[config.mk]
export PLATFORM = sky130hd
export DESIGN_NAME = decode_unit
export DESIGN_NICKNAME = d
export VERILOG_FILES = /design/src/rtl/decode_unit.sv
export SDC_FILE = /design/constraint.sdc
export NUM_CORES = 1
export LEC_CHECK = 0
export CAP_MARGIN = 10
export CORE_UTILIZATION = 40
export DETAILED_ROUTE_END_ITERATION = 8
export PLACE_DENSITY = 0.74
export SETUP_SLACK_MARGIN = 0.4
export SYNTH_ARGS = -nofsm -noshare
export SYNTH_HDL_FRONTEND = slang
export SYNTH_SLANG_ARGS = --single-unit
export TNS_END_PERCENT = 5
[constraint.sdc]
create_clock -name clk -period 1.9 [get_ports clk]
set_input_delay 0.285 -clock clk [delete_from_list [all_inputs] [get_ports clk]]
set_output_delay 0.285 -clock clk [all_outputs]
set_load 0.01 [all_outputs]
[src/rtl/decode_unit.sv]
// Decode/issue stage: turns the fetched 9-bit instruction into a registered micro-op and steers the fetch unit.
// Optional feature: define DECODE_UNIT_ILLEGAL_TRAP_EN to trap illegal encodings into HALT (otherwise they act as nop).
module decode_unit (
  input  logic       clk,
  input  logic       init_n,
  input  logic [8:0] inst,
  input  logic [7:0] rs_value,
  input  logic       flag_eq,
  input  logic       mem_ready,
  output logic       fetch_init,
  output logic       fetch_unit_en,
  output logic       branch,
  output logic       branchi,
  output logic [7:0] target,
  output logic [5:0] immediate,
  output logic       ex_valid,
  output logic [3:0] ex_op,
  output logic [1:0] ex_rd,
  output logic [1:0] ex_rs,
  output logic [5:0] ex_imm,
  output logic       ex_reg_we,
  output logic       ex_mem_re,
  output logic       ex_mem_we,
  output logic       halted,
  output logic       illegal
);

  typedef enum logic [3:0] {
    OP_NOP   = 4'd0,
    OP_ADD   = 4'd1,
    OP_CMP   = 4'd2,
    OP_MOV   = 4'd3,
    OP_LD    = 4'd4,
    OP_ST    = 4'd5,
    OP_SH    = 4'd6,
    OP_SHLI  = 4'd7,
    OP_SHRI  = 4'd8,
    OP_MOVIL = 4'd9,
    OP_MOVIH = 4'd10,
    OP_ANDI  = 4'd11,
    OP_INC   = 4'd12
  } op_e;

  // Instruction class drives the FSM; op/rd/rs/imm/reg_we are what gets issued.
  typedef enum logic [3:0] {
    K_NOP, K_HALT, K_BEQ, K_BEQI, K_JMP, K_JMPI, K_ALU, K_LD, K_ST, K_ILLEGAL
  } kind_e;

  typedef struct packed {
    kind_e      kind;
    op_e        op;
    logic [1:0] rd;
    logic [1:0] rs;
    logic [5:0] imm;
    logic       reg_we;
  } dec_t;

  typedef enum logic [2:0] {
    S_START, S_RUN, S_STALL, S_MEM_WAIT, S_HALT
  } state_e;

  state_e state, next_state;
  dec_t   dec;
  logic   cmp_last;
  logic   fe_init, fe_en, br, bri;
  logic   issue, mem_done, set_halt;
`ifdef DECODE_UNIT_ILLEGAL_TRAP_EN
  logic   set_illegal;
`endif

  // ---------------------------------------------------------------------------
  // Instruction decode
  // ---------------------------------------------------------------------------
  // NOTE: every field gets a default before the case so no path leaves a latch.
  always_comb begin
    dec = '{kind: K_ILLEGAL, op: OP_NOP, rd: 2'd0, rs: 2'd0, imm: 6'd0, reg_we: 1'b0};
    casez (inst)
      9'b000000000: dec.kind = K_NOP;
      9'b000000001: dec.kind = K_HALT;
      9'b0000001??: dec.kind = K_BEQ;
      9'b0000010??: dec.kind = K_JMP;
      9'b0000011??: begin
        dec.kind   = K_ALU;
        dec.op     = OP_INC;
        dec.rd     = inst[1:0];
        dec.rs     = inst[1:0];
        dec.reg_we = 1'b1;
      end
      9'b00101????: begin
        dec.kind   = K_ALU;
        dec.op     = OP_ADD;
        dec.rd     = inst[3:2];
        dec.rs     = inst[1:0];
        dec.reg_we = 1'b1;
      end
      9'b00110????: begin
        dec.kind   = K_ALU;
        dec.op     = OP_CMP;
        dec.rd     = inst[3:2];
        dec.rs     = inst[1:0];
      end
      9'b00111????: begin
        dec.kind   = K_ALU;
        dec.op     = OP_MOV;
        dec.rd     = inst[3:2];
        dec.rs     = inst[1:0];
        dec.reg_we = 1'b1;
      end
      9'b01000????: begin
        dec.kind   = K_LD;
        dec.op     = OP_LD;
        dec.rd     = inst[3:2];
        dec.rs     = inst[1:0];
        dec.reg_we = 1'b1;
      end
      9'b01001????: begin
        dec.kind   = K_ST;
        dec.op     = OP_ST;
        dec.rd     = inst[3:2];
        dec.rs     = inst[1:0];
      end
      9'b01010????: begin
        dec.kind   = K_ALU;
        dec.op     = OP_SH;
        dec.rd     = inst[3:2];
        dec.rs     = inst[1:0];
        dec.reg_we = 1'b1;
      end
      9'b01011????: begin
        dec.kind = K_BEQI;
        dec.imm  = {2'b00, inst[3:0]};
      end
      9'b01100????: begin
        dec.kind   = K_ALU;
        dec.op     = OP_SHLI;
        dec.rd     = inst[3:2];
        dec.imm    = {4'b0000, inst[1:0]};
        dec.reg_we = 1'b1;
      end
      9'b01110????: begin
        dec.kind   = K_ALU;
        dec.op     = OP_SHRI;
        dec.rd     = inst[3:2];
        dec.imm    = {4'b0000, inst[1:0]};
        dec.reg_we = 1'b1;
      end
      9'b100??????: begin
        dec.kind   = K_ALU;
        dec.op     = OP_MOVIL;
        dec.rd     = inst[5:4];
        dec.imm    = {2'b00, inst[3:0]};
        dec.reg_we = 1'b1;
      end
      9'b101??????: begin
        dec.kind   = K_ALU;
        dec.op     = OP_MOVIH;
        dec.rd     = inst[5:4];
        dec.imm    = {2'b00, inst[3:0]};
        dec.reg_we = 1'b1;
      end
      9'b110??????: begin
        dec.kind   = K_ALU;
        dec.op     = OP_ANDI;
        dec.rd     = inst[5:4];
        dec.imm    = {2'b00, inst[3:0]};
        dec.reg_we = 1'b1;
      end
      9'b111??????: begin
        dec.kind = K_JMPI;
        dec.imm  = inst[5:0];
      end
      default: ;
    endcase
  end

  // ---------------------------------------------------------------------------
  // Control FSM
  // ---------------------------------------------------------------------------
  // NOTE: sequential state uses non-blocking assignments so every flop samples pre-edge values.
  always_ff @(posedge clk or negedge init_n) begin
    if (!init_n) state <= S_START;
    else         state <= next_state;
  end

  always_comb begin
    next_state = state;
    fe_init    = 1'b0;
    fe_en      = 1'b0;
    br         = 1'b0;
    bri        = 1'b0;
    issue      = 1'b0;
    mem_done   = 1'b0;
    set_halt   = 1'b0;
`ifdef DECODE_UNIT_ILLEGAL_TRAP_EN
    set_illegal = 1'b0;
`endif
    case (state)
      S_START: begin
        fe_init    = 1'b1;
        fe_en      = 1'b1;
        next_state = S_RUN;
      end
      S_RUN: begin
        case (dec.kind)
          K_NOP: fe_en = 1'b1;
          K_HALT: begin
            set_halt   = 1'b1;
            next_state = S_HALT;
          end
          K_BEQ, K_BEQI: begin
            // flag_eq is not valid yet right after a cmp: hold fetch one cycle.
            if (cmp_last) begin
              next_state = S_STALL;
            end else begin
              fe_en = 1'b1;
              br    = (dec.kind == K_BEQ)  && flag_eq;
              bri   = (dec.kind == K_BEQI) && flag_eq;
            end
          end
          K_JMP: begin
            fe_en = 1'b1;
            br    = 1'b1;
          end
          K_JMPI: begin
            fe_en = 1'b1;
            bri   = 1'b1;
          end
          K_ALU: begin
            fe_en = 1'b1;
            issue = 1'b1;
          end
          K_LD, K_ST: begin
            issue      = 1'b1;
            next_state = S_MEM_WAIT;
          end
          default: begin
`ifdef DECODE_UNIT_ILLEGAL_TRAP_EN
            set_illegal = 1'b1;
            set_halt    = 1'b1;
            next_state  = S_HALT;
`else
            fe_en = 1'b1;
`endif
          end
        endcase
      end
      S_STALL: begin
        // pc was held, so inst is still the branch that caused the stall.
        fe_en      = 1'b1;
        br         = (dec.kind == K_BEQ)  && flag_eq;
        bri        = (dec.kind == K_BEQI) && flag_eq;
        next_state = S_RUN;
      end
      S_MEM_WAIT: begin
        fe_en = mem_ready;
        if (mem_ready) begin
          mem_done   = 1'b1;
          next_state = S_RUN;
        end
      end
      S_HALT: ;
      default: next_state = S_START;
    endcase
  end

  // Fetch controls are forced low while reset is held.
  assign fetch_init    = init_n & fe_init;
  assign fetch_unit_en = init_n & fe_en;
  assign branch        = init_n & br;
  assign branchi       = init_n & bri;
  assign target        = rs_value;
  assign immediate     = dec.imm;

  // ---------------------------------------------------------------------------
  // Issue register
  // ---------------------------------------------------------------------------
  always_ff @(posedge clk or negedge init_n) begin
    if (!init_n) begin
      ex_valid  <= 1'b0;
      ex_op     <= 4'd0;
      ex_rd     <= 2'd0;
      ex_rs     <= 2'd0;
      ex_imm    <= 6'd0;
      ex_reg_we <= 1'b0;
      ex_mem_re <= 1'b0;
      ex_mem_we <= 1'b0;
      cmp_last  <= 1'b0;
      halted    <= 1'b0;
`ifdef DECODE_UNIT_ILLEGAL_TRAP_EN
      illegal   <= 1'b0;
`endif
    end else begin
      ex_valid <= issue;
      cmp_last <= issue && (dec.op == OP_CMP);
      if (issue) begin
        ex_op     <= dec.op;
        ex_rd     <= dec.rd;
        ex_rs     <= dec.rs;
        ex_imm    <= dec.imm;
        ex_reg_we <= dec.reg_we;
        ex_mem_re <= (dec.kind == K_LD);
        ex_mem_we <= (dec.kind == K_ST);
      end else if (mem_done) begin
        ex_mem_re <= 1'b0;
        ex_mem_we <= 1'b0;
      end
      if (set_halt) halted <= 1'b1;
`ifdef DECODE_UNIT_ILLEGAL_TRAP_EN
      if (set_illegal) illegal <= 1'b1;
`endif
    end
  end

`ifndef DECODE_UNIT_ILLEGAL_TRAP_EN
  assign illegal = 1'b0;
`endif

endmodule

==> results of run 1 <==
critical path, stage by stage:
cell,delay [ns]
buf_6,0.09
buf_6,0.12
buf_4,0.14
nor2_4,0.14
nor3_4,0.07
nor4_4,0.29
buf_4,0.17
nor3_2,0.04
o211a_1,0.23
dlygate4sd2_1,0.28
state kept, by name, indices dropped and copies added (netlist names), 2 cells and up:
name and flops:
ex_rd 2, state 3, ex_op 4, ex_rs 2
ex_imm 6
per-stage QoR:
stage,instance area [sq um],total power (uW),instances,worst slack (ns),util [%]
6_report,2820,1630,350,-0.247,68.6
5_1_grt,2820,1730,350,-0.294,68.6
4_1_cts,2770,1620,350,-0.216,67.2
3_5_place_dp,2530,1280,333,-1.03,61.4
3_3_place_gp,2530,1260,333,-1.00,61.4
2_1_floorplan,1770,943,208,-0.0461,-
timing repair:
action,CTS,global route
cloned,2,0
pin swaps,10,11
resized for setup,89,18
setup endpoints to repair,31,32
buffers inserted,11,0
placed cells by master, fill, tap and decap left out, drive strengths merged, types with 8 or more instances in the layout:
master,instances
clkdlybuf4s50,19
inv,9
nor2b,8
nor2,19
mux2,11
nand3,8
buf,87
nand2,20
o21ai,15
dfrtp,23
worst paths after layout:
kind	cells past startpoint	end	slack (ns)
max in group asynchronous	3	cmp_last$_DFF_PN0_	1.12
max	10	branch	-0.25
max reg2reg	6	cmp_last$_DFF_PN0_	0.18
min	2	state[1]$_DFFE_PN0P_	0.42
min reg2reg	1	halted$_DFFE_PN0P_	0.49
min in group clk	1	halted$_DFFE_PN0P_	0.49
power by group:
| group | internal [uW] | leakage (uW) | switching (uW) |
|---|---|---|---|
| logic | 410 | 0.00110 | 313 |
| clock network | 146 | 0.0000255 | 162 |
| registers | 563 | 0.000296 | 40.4 |
| total | 1120 | 0.00142 | 515 |
layer usage:
metal	routed length (um)	share of wire [%]	track usage (%)	vias up
li1	-	-	-	904
met1	2440	43	32.0	898
met2	2630	47	40.9	85
met3	314	5.6	4.50	24
met4	227	4.0	14.6	0
met5	0	0	0	-
Yosys cell counts, types with 4 or more instances:
cell type   n
dfrtp_1    23
nand3_1     8
mux2_2      7
nor2_1     19
buf_4      16
inv_1       9
clkbuf_1    8
nand2_1    20
a21oi_1     7
mux2_4      4
nor3_1      4
nor2b_1     8
o21ai_0    15
nand2b_1    6
final cells by class:
| type | count | area (sq um) | share of cell area (%) |
|---|---|---|---|
| clock buffers | 3 | 41.3 | 1.46 |
| flip-flops and latches | 23 | 576 | 20.4 |
| clock inverters | 1 | 5.00 | 0.177 |
| repair buffers | 116 | 981 | 34.8 |
| inverters | 9 | 33.8 | 1.20 |
| multi-input cells | 148 | 1120 | 39.8 |
| well taps | 50 | 62.6 | 2.22 |
logic make-up after synthesis:
family          after synthesis  synth area share (%)
simple gates                 87                  26.5
compound gates               45                  17.9
buf+inv                      37                  12.5
flops                        23                  32.7
mux                          14                  9.61
xor+xnor                      1                 0.498
other cells                   1                 0.213
==> run summary, run 1 <==
sequential area share after synthesis -> 32.7%
TritonCTS Sinks -> 23
Vias/cell -> 5.46
top_reg_cell synth -> dfrtp_1
Mapped Area -> 1760 sq um
IO Port Bufs -> 41
Detailed Routing Iterations Pass 1 -> 4
Final GP Congestion -> 0.935
Worst Path Arrival -> 1.86 ns
Total GRT Usage -> 25.6%
CP Capture Type -> output pin
FILL cells -> 317
Async SR Flop Fraction -> 100%
area growth from synthesis to layout -> 60.5%
setup TNS -> -1.32 ns
Crit Path Max Fanout -> 7
final hold violation count -> 0
# diodes -> 0
Final Max Tran Viols -> 0
status -> finished, violations left
number of synthesized flops with an enable pin -> 0
MaxCap Viol Count -> 0
global route overflow -> 0
post-synth top area share -> 32.7%
Startpoint Class -> input port
Yosys top cell by area -> dfrtp_1
Post-DRT Antenna Nets -> 0
initial antenna violation count -> 0
H-tree levels -> 1
PwrDens -> 579 nW/um^2
Starting Density -> 42.7%
Critical R2R Launch -> state[2]$_DFFE_PN0P_
full die area -> 4660 sq um
clk_skew -> 0.00822 ns
wirelength, routed -> 5610 um
drt drc -> 0
worst setup slack after layout -> -0.247 ns
Mapped Nets -> 229
CTS Buf Count -> 3
Max rail drop VDD -> 0.328 mV
Area contributors post-synth -> dfrtp_1 (33%), buf_4 (6.8%), mux2_2 (4.5%), nand2_1 (4.3%), o21ai_0 (4.3%)
Final Cycle Share -> 113%
fmax -> 466 MHz
vias in the first global route -> 1,827
CTS tree -> done
hold_ws -> 0.420 ns
first-pass GRT wire length -> 8690 um
RSZ-0062 raised after global routing -> yes
via count -> 1,911
Leakage -> 0.00142 uW
core area -> 4120 sq um
root buffer cell -> clkbuf_8
clock slew seen by the registers of the worst setup and hold paths -> 0.09 ns
Worst Setup SP -> inst[4]
failing checks -> negative setup slack
Yosys warning total -> 0
distinct cell type count after synthesis -> 52
die height -> 68.3 um
largest net degree at the start of global routing -> 19
min Tclk post-route -> 2.15 ns
HPWL Detailed -> 3860 um
clock latency on the worst-skew pair -> 0.27 ns
Hold-fix buffers, CTS -> 0
final setup fails -> 13
Die Width -> 68.3 um
syn avg cell area -> 8.45 sq um
Seq cells post-synth -> 23
Post-Synthesis Cells -> 208
Hold Crit Class -> in2async
WP data required -> 1.62 ns
DR iter-0 viols -> 160
Max Root-Sink Buffers -> 2
I/O pins -> 59
row count -> 23
WL/cell -> 16.0 um
# nets final -> 322
layout cell share with drive strength beyond 1 -> 45.3%
Crit Path Category -> in2out
(Power assumes the default switching activity.)
==> run 2, diff against run 1 <==
--- a/config.mk
+++ b/config.mk
@@ -13,4 +13,3 @@
 export SYNTH_ARGS = -nofsm -noshare
 export SYNTH_HDL_FRONTEND = slang
 export SYNTH_SLANG_ARGS = --single-unit
-export TNS_END_PERCENT = 5
==> run 2 against run 1 <==
  * Worst hold slack gained 0.0031 ns
  * The run still ends with negative setup slack left
  * Clock skew barely moved
  * Via count is 19% higher
  * Non-clock buffer count up 35
  * Sequential share of layout area fell by 3.2 points
  * Critical path type is now reg2out
==> run summary, run 2 (synthesis gave the netlist of run 1 again) <==
wirelength, routed -> 8150 um
most frequent cells in the layout -> buf_4 (79), buf_6 (30), dfrtp_1 (23), nand2_1 (16), nor2_1 (14)
final setup fails -> 20
Final Max Tran Viols -> 0
largest net degree at the start of global routing -> 17
HPWL Detailed -> 4090 um
Crit path max-delay family -> simple AND/OR/NAND/NOR gates
most flop-heavy register -> ex_imm
clock slew seen by the registers of the worst setup and hold paths -> 0.09 ns
Multi-input gate area -> 1240 sq um
clock latency on the worst-skew pair -> 0.27 ns
Worst Reg2Reg Path Length in Cells -> 9
crit-path cells -> nor2_1 -> mux2i_1 -> or4_1 -> a21boi_2 -> buf_2
Critical R2R Launch -> state[2]$_DFFE_PN0P_
layout cell share with drive strength beyond 1 -> 56.7%
PwrDens -> 563 nW/um^2
via count -> 2,267
Starting Density -> 42.7%
Crit Path Max Fanout -> 5
worst setup slack after layout -> -0.253 ns
failing checks -> negative setup slack
area growth from synthesis to layout -> 90.7%
register area -> 576 sq um
Final Cycle Share -> 113%
drt drc -> 0
clk_skew -> 0.00773 ns
fmax -> 464 MHz
Worst path slowest cell -> or4_1
Worst Path Arrival -> 1.87 ns
WL/cell -> 21.2 um
full die area -> 4660 sq um
Total GRT Usage -> 34.2%
Top Registers -> ex_imm x6, ex_op x4, state x3
placed inst area -> 2610 sq um
Crit Path Category -> reg2out
row count -> 23
# nets final -> 357
commonest non-fill, non-tap cell in the layout -> buf_4
die height -> 68.3 um
CTS Buf Count -> 3
initial antenna violation count -> 0
TritonCTS Sinks -> 23
final hold violation count -> 0
Detailed Routing Iterations Pass 1 -> 4
FILL cells -> 218
hold_ws -> 0.423 ns
Final GP Congestion -> 0.956
slowest stage delay, CP -> 0.53 ns
Hold-fix buffers, CTS -> 0
# diodes -> 0
status -> finished, violations left
min Tclk post-route -> 2.15 ns
Max Root-Sink Buffers -> 2
CP Capture Type -> output pin
Max rail drop VDD -> 0.326 mV
first-pass GRT wire length -> 11,300 um
R2R Path End -> ex_imm[4]$_DFFE_PN0P_
Vias/cell -> 5.89
IO Port Bufs -> 41
Leakage -> 0.00178 uW
H-tree levels -> 1
WP buf/inv -> 1
CTS tree -> done
max reg flops -> 6
MaxCap Viol Count -> 0
FF-to-FF setup slack -> 0.04 ns
fin area -> 3350 sq um
Post-DRT Antenna Nets -> 0
Die Width -> 68.3 um
core area -> 4120 sq um
WP data required -> 1.62 ns
Startpoint Class -> flip-flop
root buffer cell -> clkbuf_8
I/O pins -> 59
vias in the first global route -> 2,255
DR iter-0 viols -> 258
global route overflow -> 0
Hold Crit Class -> in2async
RSZ-0062 raised after global routing -> yes
[run 2: changes by cell type in the layout (fill, tap and decap cells not counted), moves of 3 or more]
cell	delta
dlygate4sd2_1	-4
dlymetal6s2s_1	+7
nand2_1	-3
nand3_1	-3
mux2_4	+7
clkdlybuf4s50_1	-7
buf_6	+21
mux2_2	-7
buf_4	+13
[run 2: how the worst max path moves through the flow]
stage                         startpoint                    end  slack (ns)  cells past startpoint
floorplan                        inst[4]  ex_imm[0]$_DFFE_PN0P_       -0.03                      7
global placement                 inst[4]                branchi       -1.02                      7
detailed placement               inst[4]                branchi       -0.98                      8
CTS                              inst[6]                branchi       -0.23                      8
global route                     inst[4]                 branch       -0.35                     12
finish              state[1]$_DFFE_PN0P_                branchi       -0.25                      5
[run 2: stage by stage]
step | setup slack [ns] | instances | TNS (ns) | util (%) | power (uW)
2_1_floorplan | -0.0299 | 208 | -0.120 | - | 955
3_3_place_gp | -1.02 | 337 | -15.32 | 63.5 | 1290
4_1_cts | -0.232 | 375 | -0.739 | 76.7 | 1780
6_report | -0.253 | 385 | -2.40 | 81.5 | 1890
3_5_place_dp | -0.976 | 337 | -15.54 | 63.5 | 1310
5_1_grt | -0.346 | 385 | -3.92 | 81.5 | 1960
[run 2: what timing repair did]
action,CTS,global route
setup buffers,32,10
gates cloned,2,0
pin swaps,21,16
endpoints found under the setup margin,32,38
gates resized for setup,138,35
[run 2: per-layer routing]
layer	vias up	wire length [um]	GRT usage (%)
li1	974	-	-
met1	1101	3070	39.4
met2	142	3940	59.3
met3	50	617	4.67
met4	0	515	20.8
met5	-	0	0
[run 2: layout make-up]
| cell class | instances | share of cell area [%] |
|---|---|---|
| repair buffers | 151 | 41.6 |
| multi-input cells | 148 | 36.9 |
| flip-flops and latches | 23 | 17.2 |
| well taps | 50 | 1.87 |
| clock buffers | 3 | 1.23 |
| inverters | 9 | 1.01 |
| clock inverters | 1 | 0.149 |
[run 2: power breakdown]
part	internal [uW]	switching [uW]
clock	147	177
combinational	548	408
sequential	563	43.7
total	1260	629
